`config.mk`:
```
export PLATFORM = sky130hd
export DESIGN_NAME = read_response_router
export DESIGN_NICKNAME = d
export VERILOG_FILES = /design/src/rtl/read_response_router.sv
export SDC_FILE = /design/constraint.sdc
export NUM_CORES = 1
export LEC_CHECK = 0
export ABC_CLOCK_PERIOD_IN_PS = 1790
export CAP_MARGIN = 20
export CORE_MARGIN = 3
export CORE_UTILIZATION = 40
export DETAILED_ROUTE_END_ITERATION = 8
export GPL_TIMING_DRIVEN = 0
export PLACE_DENSITY = 0.8
export SYNTH_ARGS = -nofsm -noshare
export SYNTH_HDL_FRONTEND = slang
export SYNTH_SLANG_ARGS = --single-unit
```
`constraint.sdc`:
```
create_clock -name clock -period 1.79 [get_ports clock]
set_input_delay 0.179 -clock clock [delete_from_list [all_inputs] [get_ports clock]]
set_output_delay 0.179 -clock clock [all_outputs]
set_load 0.03 [all_outputs]
```
`src/rtl/read_response_router.sv`:
```
`timescale 1ns/1ps
`default_nettype none
// ============================================================================
// Module   : read_response_router
// Purpose  : Routes R-channel bursts from the memory-side slave back to the
//            master port that issued them. The first beat of each burst is
//            looked up in the Mapper by ID. Later beats reuse the same port.
// Revision : 1.0 - initial release
// ============================================================================
module read_response_router #(
    parameter  int ID_WIDTH        = 6,
    parameter  int NUMBER_OF_PORTS = 2,
    parameter  int DATA_WIDTH      = 128,
    localparam int PORT_WIDTH      = (NUMBER_OF_PORTS > 1) ? $clog2(NUMBER_OF_PORTS) : 1
) (
    input  logic                       clock,
    input  logic                       reset,            // active-low, asynchronous
    // slave-side R channel
    input  logic [ID_WIDTH:0]          s_rid,
    input  logic [DATA_WIDTH-1:0]      s_rdata,
    input  logic [1:0]                 s_rresp,
    input  logic                       s_rlast,
    input  logic                       s_rvalid,
    output logic                       s_rready,
    // Mapper lookup port
    output logic [ID_WIDTH:0]          read_look_after,
    input  logic [PORT_WIDTH-1:0]      read_came_from,
    // master-side R channels (payload broadcast, valid one-hot)
    output logic [ID_WIDTH:0]          m_rid,
    output logic [DATA_WIDTH-1:0]      m_rdata,
    output logic [1:0]                 m_rresp,
    output logic                       m_rlast,
    output logic [NUMBER_OF_PORTS-1:0] m_rvalid,
    input  logic [NUMBER_OF_PORTS-1:0] m_rready,
    output logic                       error
);

    typedef enum logic [2:0] {
        ST_IDLE   = 3'd0,
        ST_LOOKUP = 3'd1,
        ST_SEND   = 3'd2,
        ST_BURST  = 3'd3,
        ST_DROP   = 3'd4
    } state_t;

    state_t                  state_q,    state_d;
    logic [ID_WIDTH:0]       id_q,       id_d;
    logic [DATA_WIDTH-1:0]   data_q,     data_d;
    logic [1:0]              resp_q,     resp_d;
    logic                    last_q,     last_d;
    logic [ID_WIDTH:0]       look_q,     look_d;
    logic [PORT_WIDTH-1:0]   port_sel_q, port_sel_d;
    logic                    error_q,    error_d;

    logic                    accept;
    logic                    sel_ready;
    logic                    port_ok;

    // Ready is decoded from the state. Gating it with reset keeps it low
    // while reset is held, even though the state already reads IDLE then.
    assign s_rready = reset && ((state_q == ST_IDLE) ||
                                (state_q == ST_BURST) ||
                                (state_q == ST_DROP));
    assign accept   = s_rvalid && s_rready;

    // Mapper results outside the port range are treated as routing errors.
    assign port_ok  = (int'(read_came_from) < NUMBER_OF_PORTS);

    // Select the ready of the currently routed port; other ports are ignored.
    always_comb begin
        sel_ready = 1'b0;
        for (int p = 0; p < NUMBER_OF_PORTS; p++) begin
            if (port_sel_q == PORT_WIDTH'(p)) begin
                sel_ready = m_rready[p];
            end
        end
    end

    // Next-state and payload-capture logic for the burst serialiser.
    always_comb begin
        state_d    = state_q;
        id_d       = id_q;
        data_d     = data_q;
        resp_d     = resp_q;
        last_d     = last_q;
        look_d     = look_q;
        port_sel_d = port_sel_q;
        error_d    = error_q;
        case (state_q)
            ST_IDLE: begin
                if (accept) begin
                    id_d    = s_rid;
                    data_d  = s_rdata;
                    resp_d  = s_rresp;
                    last_d  = s_rlast;
                    look_d  = s_rid;
                    state_d = ST_LOOKUP;
                end
            end
            ST_LOOKUP: begin
                port_sel_d = read_came_from;
                if (!port_ok) begin
                    error_d = 1'b1;
                    state_d = last_q ? ST_IDLE : ST_DROP;
                end else begin
                    state_d = ST_SEND;
                end
            end
            ST_SEND: begin
                if (sel_ready) begin
                    state_d = last_q ? ST_IDLE : ST_BURST;
                end
            end
            ST_BURST: begin
                if (accept) begin
                    id_d   = s_rid;
                    data_d = s_rdata;
                    resp_d = s_rresp;
                    last_d = s_rlast;
                    // A beat whose ID differs from the burst's first ID is
                    // still forwarded, but the error is flagged.
                    if (s_rid != look_q) begin
                        error_d = 1'b1;
                    end
                    state_d = ST_SEND;
                end
            end
            ST_DROP: begin
                if (accept && s_rlast) begin
                    state_d = ST_IDLE;
                end
            end
            default: begin
                state_d = ST_IDLE;
            end
        endcase
    end

    // State and payload registers with asynchronous active-low reset.
    always_ff @(posedge clock or negedge reset) begin
        if (!reset) begin
            state_q    <= ST_IDLE;
            id_q       <= '0;
            data_q     <= '0;
            resp_q     <= '0;
            last_q     <= 1'b0;
            look_q     <= '0;
            port_sel_q <= '0;
            error_q    <= 1'b0;
        end else begin
            state_q    <= state_d;
            id_q       <= id_d;
            data_q     <= data_d;
            resp_q     <= resp_d;
            last_q     <= last_d;
            look_q     <= look_d;
            port_sel_q <= port_sel_d;
            error_q    <= error_d;
        end
    end

    // One-hot valid decoded purely from registered state and port select.
    always_comb begin
        m_rvalid = '0;
        for (int p = 0; p < NUMBER_OF_PORTS; p++) begin
            m_rvalid[p] = (state_q == ST_SEND) && (port_sel_q == PORT_WIDTH'(p));
        end
    end

    assign m_rid           = id_q;
    assign m_rdata         = data_q;
    assign m_rresp         = resp_q;
    assign m_rlast         = last_q;
    assign read_look_after = look_q;
    assign error           = error_q;

endmodule
`default_nettype wire

```
## Yosys cells after proc, flatten, opt, wreduce, memory -nomap -nowiden

Cells that the tools add are included.

- Bits in registers: 150
- Bits of input ports: 144
- Word-level logic and storage cells: 38

- Reduce and logical (&&, ||, !) cells: 13
- Eq/ne operators: 9
- Bitwise operators: 1
- Muxes and demuxes: 7

Operator list:

| cell | number |
|---|---|
| $pmux 3 s5 | 1 |
| $mux 3 | 4 |
| $ne 7x7->1 | 1 |
| $eq 3x2->1 const B | 2 |
| $ne 2x2->1 const B | 3 |
| $logic_and 1x1->1 | 5 |
| $reduce_and 2->1 | 2 |
| $reduce_and 4->1 | 1 |
| $eq 3x1->1 const B | 1 |
| $eq 3x3->1 const B | 1 |
| $logic_not 3->1 | 1 |
| $reduce_and 3->1 | 1 |
| $logic_or 1x1->1 | 2 |
| $mux 2 | 1 |
| $ne 2x1->1 const B | 1 |
| $reduce_or 2->1 | 1 |
| $mux 1 | 1 |
| $not 1->1 | 1 |

## Logic depth before layout (Yosys ltp)

- Depth after elaboration: 8
- Depth in mapped cells: 8
- Gate-level depth less buffers: 5

## Worst setup path before layout

OpenSTA, ideal clock, no wires.

- Path kind: reg2reg
- From: register state_q[0]
- To: register look_q[0], in the netlist read_look_after[0]
- Path buffers: 1
- Stages on the path, launching flop included: 7
- Setup slack: 0.169 ns
- Library setup time: 0.125 ns
- Arrival: 1.496 ns
- Required time: 1.665 ns
- Path through: dfrtp_1 > inv_1 > ha_1 > and3b_1 > buf_4 > nand2_4 > mux2_4

- Longest elaborated chain between the ends: 6

RTL lines:

| element | line | source |
|---|---|---|
| from (decl) | 46 | `state_t state_q, state_d;` |
| from (signal assigned) | 151 | `state_q <= state_d;` |
| $eq 3x2->1 or $logic_not 3->1 (tied branches) | 62, 61, 89 |  |
| $logic_or 1x1->1 | 61 | `assign s_rready = reset && ((state_q == ST_IDLE) \|\|` |
| $logic_or 1x1->1 | 62 | `(state_q == ST_BURST) \|\|` |
| $logic_and 1x1->1 | 61 |  |
| $logic_and 1x1->1 | 64 | `assign accept = s_rvalid && s_rready;` |
| $reduce_and 2->1 (no line) (*) | -- |  |
| to (signal assigned) | 156 | `look_q <= look_d;` |
| to (decl) | 51 | `logic [ID_WIDTH:0] look_q, look_d;` |

Mark *: on every way between the ends. The rest lies on a longest branch, timed or not.
A chain may end at the register's enable or synchronous reset.

## Worst setup path after layout

- From: register state_q[1]
- To: register state_q[0]

- Longest elaborated chain between the ends: 8

RTL lines:

| element | line | source |
|---|---|---|
| $eq 3x2->1 or $logic_not 3->1 (tied branches) | 62, 89, 61 |  |
| $logic_or 1x1->1 | 61 |  |
| $logic_or 1x1->1 | 62 |  |
| $logic_and 1x1->1 | 61 |  |
| $logic_and 1x1->1 | 64 |  |
| $logic_and 1x1->1 | 129 | `if (accept && s_rlast) begin` |
| $ne 2x1->1 (no line) | -- |  |
| $reduce_and 4->1 (no line) | -- |  |

Parallel ways exist; a longest one is shown, timed or not.

==> flow_metrics.tcl <==
set metrics [dict create \
    r2r-end "state_q[0]$_DFFE_PN0P_" \
    power.density_mw_per_mm2 1980 \
    rr_startpoint "state_q[1]$_DFFE_PN0P_" \
    grt_pass1_vias 5410 \
    antenna_cells 0 \
    hold_class "in2async" \
    synthCells 636 \
    finalCritPeriodShare_pct 96.3 \
    vias 5326 \
    cts_made_buffers 17 \
    n_fill_cell 1083 \
    seqPwrFrac_pct 30.3 \
    ys_seq_elements 149 \
    mappedNetlistNets 785 \
    grt_overflow 0 \
    clk_latency_ps 420 \
    cts_buffer_depth 2 \
    wl_per_cell_um 15.7 \
    coreArea_sq_mm 0.0141 \
    num_io_pins 293 \
    grt_pass1_wl_mm 28.2 \
    slew_violations 0 \
    crit_cells 6 \
    multi_input_area_sq_mm 0.00194 \
    cts.sinks 149 \
    synth_async_sr_flop_share_pct 100 \
    grt_max_degree 83 \
    tritoncts "built" \
    synth-edff-count 0 \
    cp-startpoint "state_q[1]$_DFFE_PN0P_" \
    p_switching_mw 8.09 \
    violations "hold timing" \
    die_area_sq_mm 0.0163 \
    pwr-share-clk_pct 18.2 \
    worstSetupPathType "reg2reg" \
    ctsRootBufferMaster "clkbuf_16" \
    rrSetupSlack_ps 70 \
    slowest_delay_ps 390 \
    synth.cell_area_sq_mm 0.00592 \
    r2r_cells 6 \
    first_pass_iters 4 \
    maxCapViolCount 0 \
    drc_errors 0 \
    ys_types 25 \
    regArea_sq_mm 0.00373 \
    maxSlewHeadroom_pct 48.9 \
    worstSetupStartpointType "flip-flop" \
    period_minus_slack_ps 1720 \
    antenna_found_initial 0 \
    holdWs_ps -232 \
    path_cells "inv_2 -> ha_1 -> nand3b_1 -> buf_6 -> a22o_1 -> o32a_1" \
    synth_ff_type "dfrtp_1" \
    p_comb_share_pct 51.5 \
    worst_pin_slew_ps 766 \
    chipHeight_um 128 \
    worst_setup_path_end_kind "flip-flop" \
    cts_htree_levels 4 \
    rsz0062_at_grt "yes" \
    drt-initial-drc-count 208 \
    cp_slowest_cell "dfrtp_1" \
    place.gp.congestion 0.798 \
    routed_wl_mm 18.0 \
    start_util_pct 41.8 \
    cp_top_family "compound AO/OA/AOI/OAI gates" \
    core.rowCount 43 \
    nNetsFinal 1101 \
    status "finished with violations" \
    synth.avg_cell_area_sq_um 9.31 \
    cp_max_fo 5 \
    ys_warn_count 0 \
    crit_arrival_ps 2020 \
    crit_buf_inv 2 \
    port_buffers 292 \
    postLayoutCellArea_sq_mm 0.00974 \
    die-width_um 128 \
    fin_skew_ps 6.54 \
    p_leak_nw 4.84 \
    drive_above_1_share_pct 8.60 \
    detailed_place_hpwl_mm 13.3 \
    grtUsageTotal_pct 22.1 \
    crit_end "state_q[0]$_DFFE_PN0P_" \
    max_freq_mhz 580 \
    setup_violations 0 \
    hold_viol 78 \
    ys_seq_area_share_pct 63.0 \
    flow.area_growth_from_synthesis_pct 64.5 \
    cp_data_required_time_ps 2080 \
    clk_pin_slew_worst_paths_ps 60 \
    p_sw_share_pct 41.9 \
    antenna_left 0 \
    final_cells 1145 \
    ir_drop_mv 1.02 \
    placed_cell_area_sq_mm 0.00910 \
    numPlacedInstances 1109 \
    p_int_mw 11.2 \
    viasPerCell 4.65 \
]
-- cell usage after synthesis, types with 2 or more instances --
library cell	n	area [sq um]
a21oi_1	2	10.0
and2_1	2	12.5
buf_2	16	80.1
buf_4	2	15.0
buf_6	11	124
dfrtp_1	149	3730
ha_1	5	62.6
inv_1	3	11.3
mux2_4	7	105
mux2i_1	2	20.0
nand2_1	414	1550
nor2b_1	3	18.8
nor4_1	2	12.5
xor2_1	7	61.3
-- power groups by stage --
stage	logic (mW)	clock network, mW	registers [mW]
3_5_place_dp	9.91	0	5.88
6_report	9.94	3.51	5.84
3_3_place_gp	9.78	0	5.80
2_1_floorplan	2.52	0	8.83
4_1_cts	10.0	3.58	5.84
5_1_grt	10.6	3.75	6.04
-- final cells by class --
cell class / count / share of cell area [%]
Clock inverter: 12 / 1.32
Timing Repair Buffer: 297 / 30.6
Multi-Input combinational cell: 453 / 20.0
Tap cell: 180 / 2.31
Clock buffer: 20 / 4.69
Inverter: 3 / 0.116
Buffer: 31 / 2.71
Sequential cell: 149 / 38.3
-- cell usage in the layout (no fill, tap or decap), types with 2 or more instances in the layout --
cell type | synthesis | layout
clkbuf_4 | 0 | 3
clkinv_4 | 0 | 2
clkinv_2 | 0 | 4
dfrtp_1 | 149 | 149
clkinvlp_4 | 0 | 3
clkbuf_16 | 0 | 17
clkbuf_8 | 0 | 2
mux2i_1 | 2 | 2
nand2_1 | 414 | 414
a21oi_1 | 2 | 2
bufinv_16 | 0 | 2
mux2_4 | 7 | 7
inv_1 | 3 | 2
nor2b_1 | 3 | 3
buf_6 | 11 | 16
and2_1 | 2 | 2
buf_2 | 16 | 13
buf_4 | 2 | 5
ha_1 | 5 | 4
clkdlybuf4s50_1 | 0 | 288
xor2_1 | 7 | 7
nor4_1 | 2 | 2
-- kinds of logic after synthesis --
logic type,count (synthesis),synth area share [%]
AOI/OAI and AO/OA,6,0.888
muxes,10,2.30
buffers and inverters,34,4.21
and+or+nand+nor,425,27.5
adders and majority gates,5,1.06
xor gates and xnor gates,7,1.04
DFF,149,63.0
-- through the flow --
step / setup TNS (ps) / setup slack (ps) / hold WS (ps) / util [%] / power, mW
floorplan: 0 / 169 / -117 / - / 11.4
global placement: -1686530 / -5750 / 456 / 64.1 / 15.6
detailed placement: -2570 / -96.5 / 267 / 64.3 / 15.8
CTS: -771 / -26.7 / -181 / 68.6 / 19.4
global route: -59.9 / -22.5 / -168 / 68.8 / 20.4
finish: 0 / 65.7 / -232 / 68.8 / 19.3
-- per-layer routing --
metal	vias to the layer above	share of wire [%]	track usage [%]
met5	-	0	0
met4	0	3.2	9.30
met3	39	6.8	6.04
met2	199	51	38.1
met1	2518	39	26.2
li1	2570	-	-
-- flip-flops by register name (all words and copies together) (netlist names) --
register         cells
m_rdata            128
error                1
state_q              2
m_rlast              1
port_sel_q           1
m_rid                7
m_rresp              2
read_look_after      7
-- repair_timing --
item,in CTS,in global routing
resized for setup,20,12
endpoints found under the hold margin,78,78
buffers inserted,1,2
endpoints found under the setup margin,104,134
gates cloned,1,0
-- how the worst min path moves through the flow --
stage	startpoint	to	cells after the start
floorplan	reset	error$_DFFE_PN0P_	0
global placement	m_rdata[74]$_DFFE_PN0P_	m_rdata[74]$_DFFE_PN0P_	2
detailed placement	reset	read_look_after[4]$_DFFE_PN0P_	1
CTS	reset	read_look_after[4]$_DFFE_PN0P_	1
global route	reset	read_look_after[4]$_DFFE_PN0P_	1
finish	reset	read_look_after[4]$_DFFE_PN0P_	1
Power figures use the tool's default switching activity.
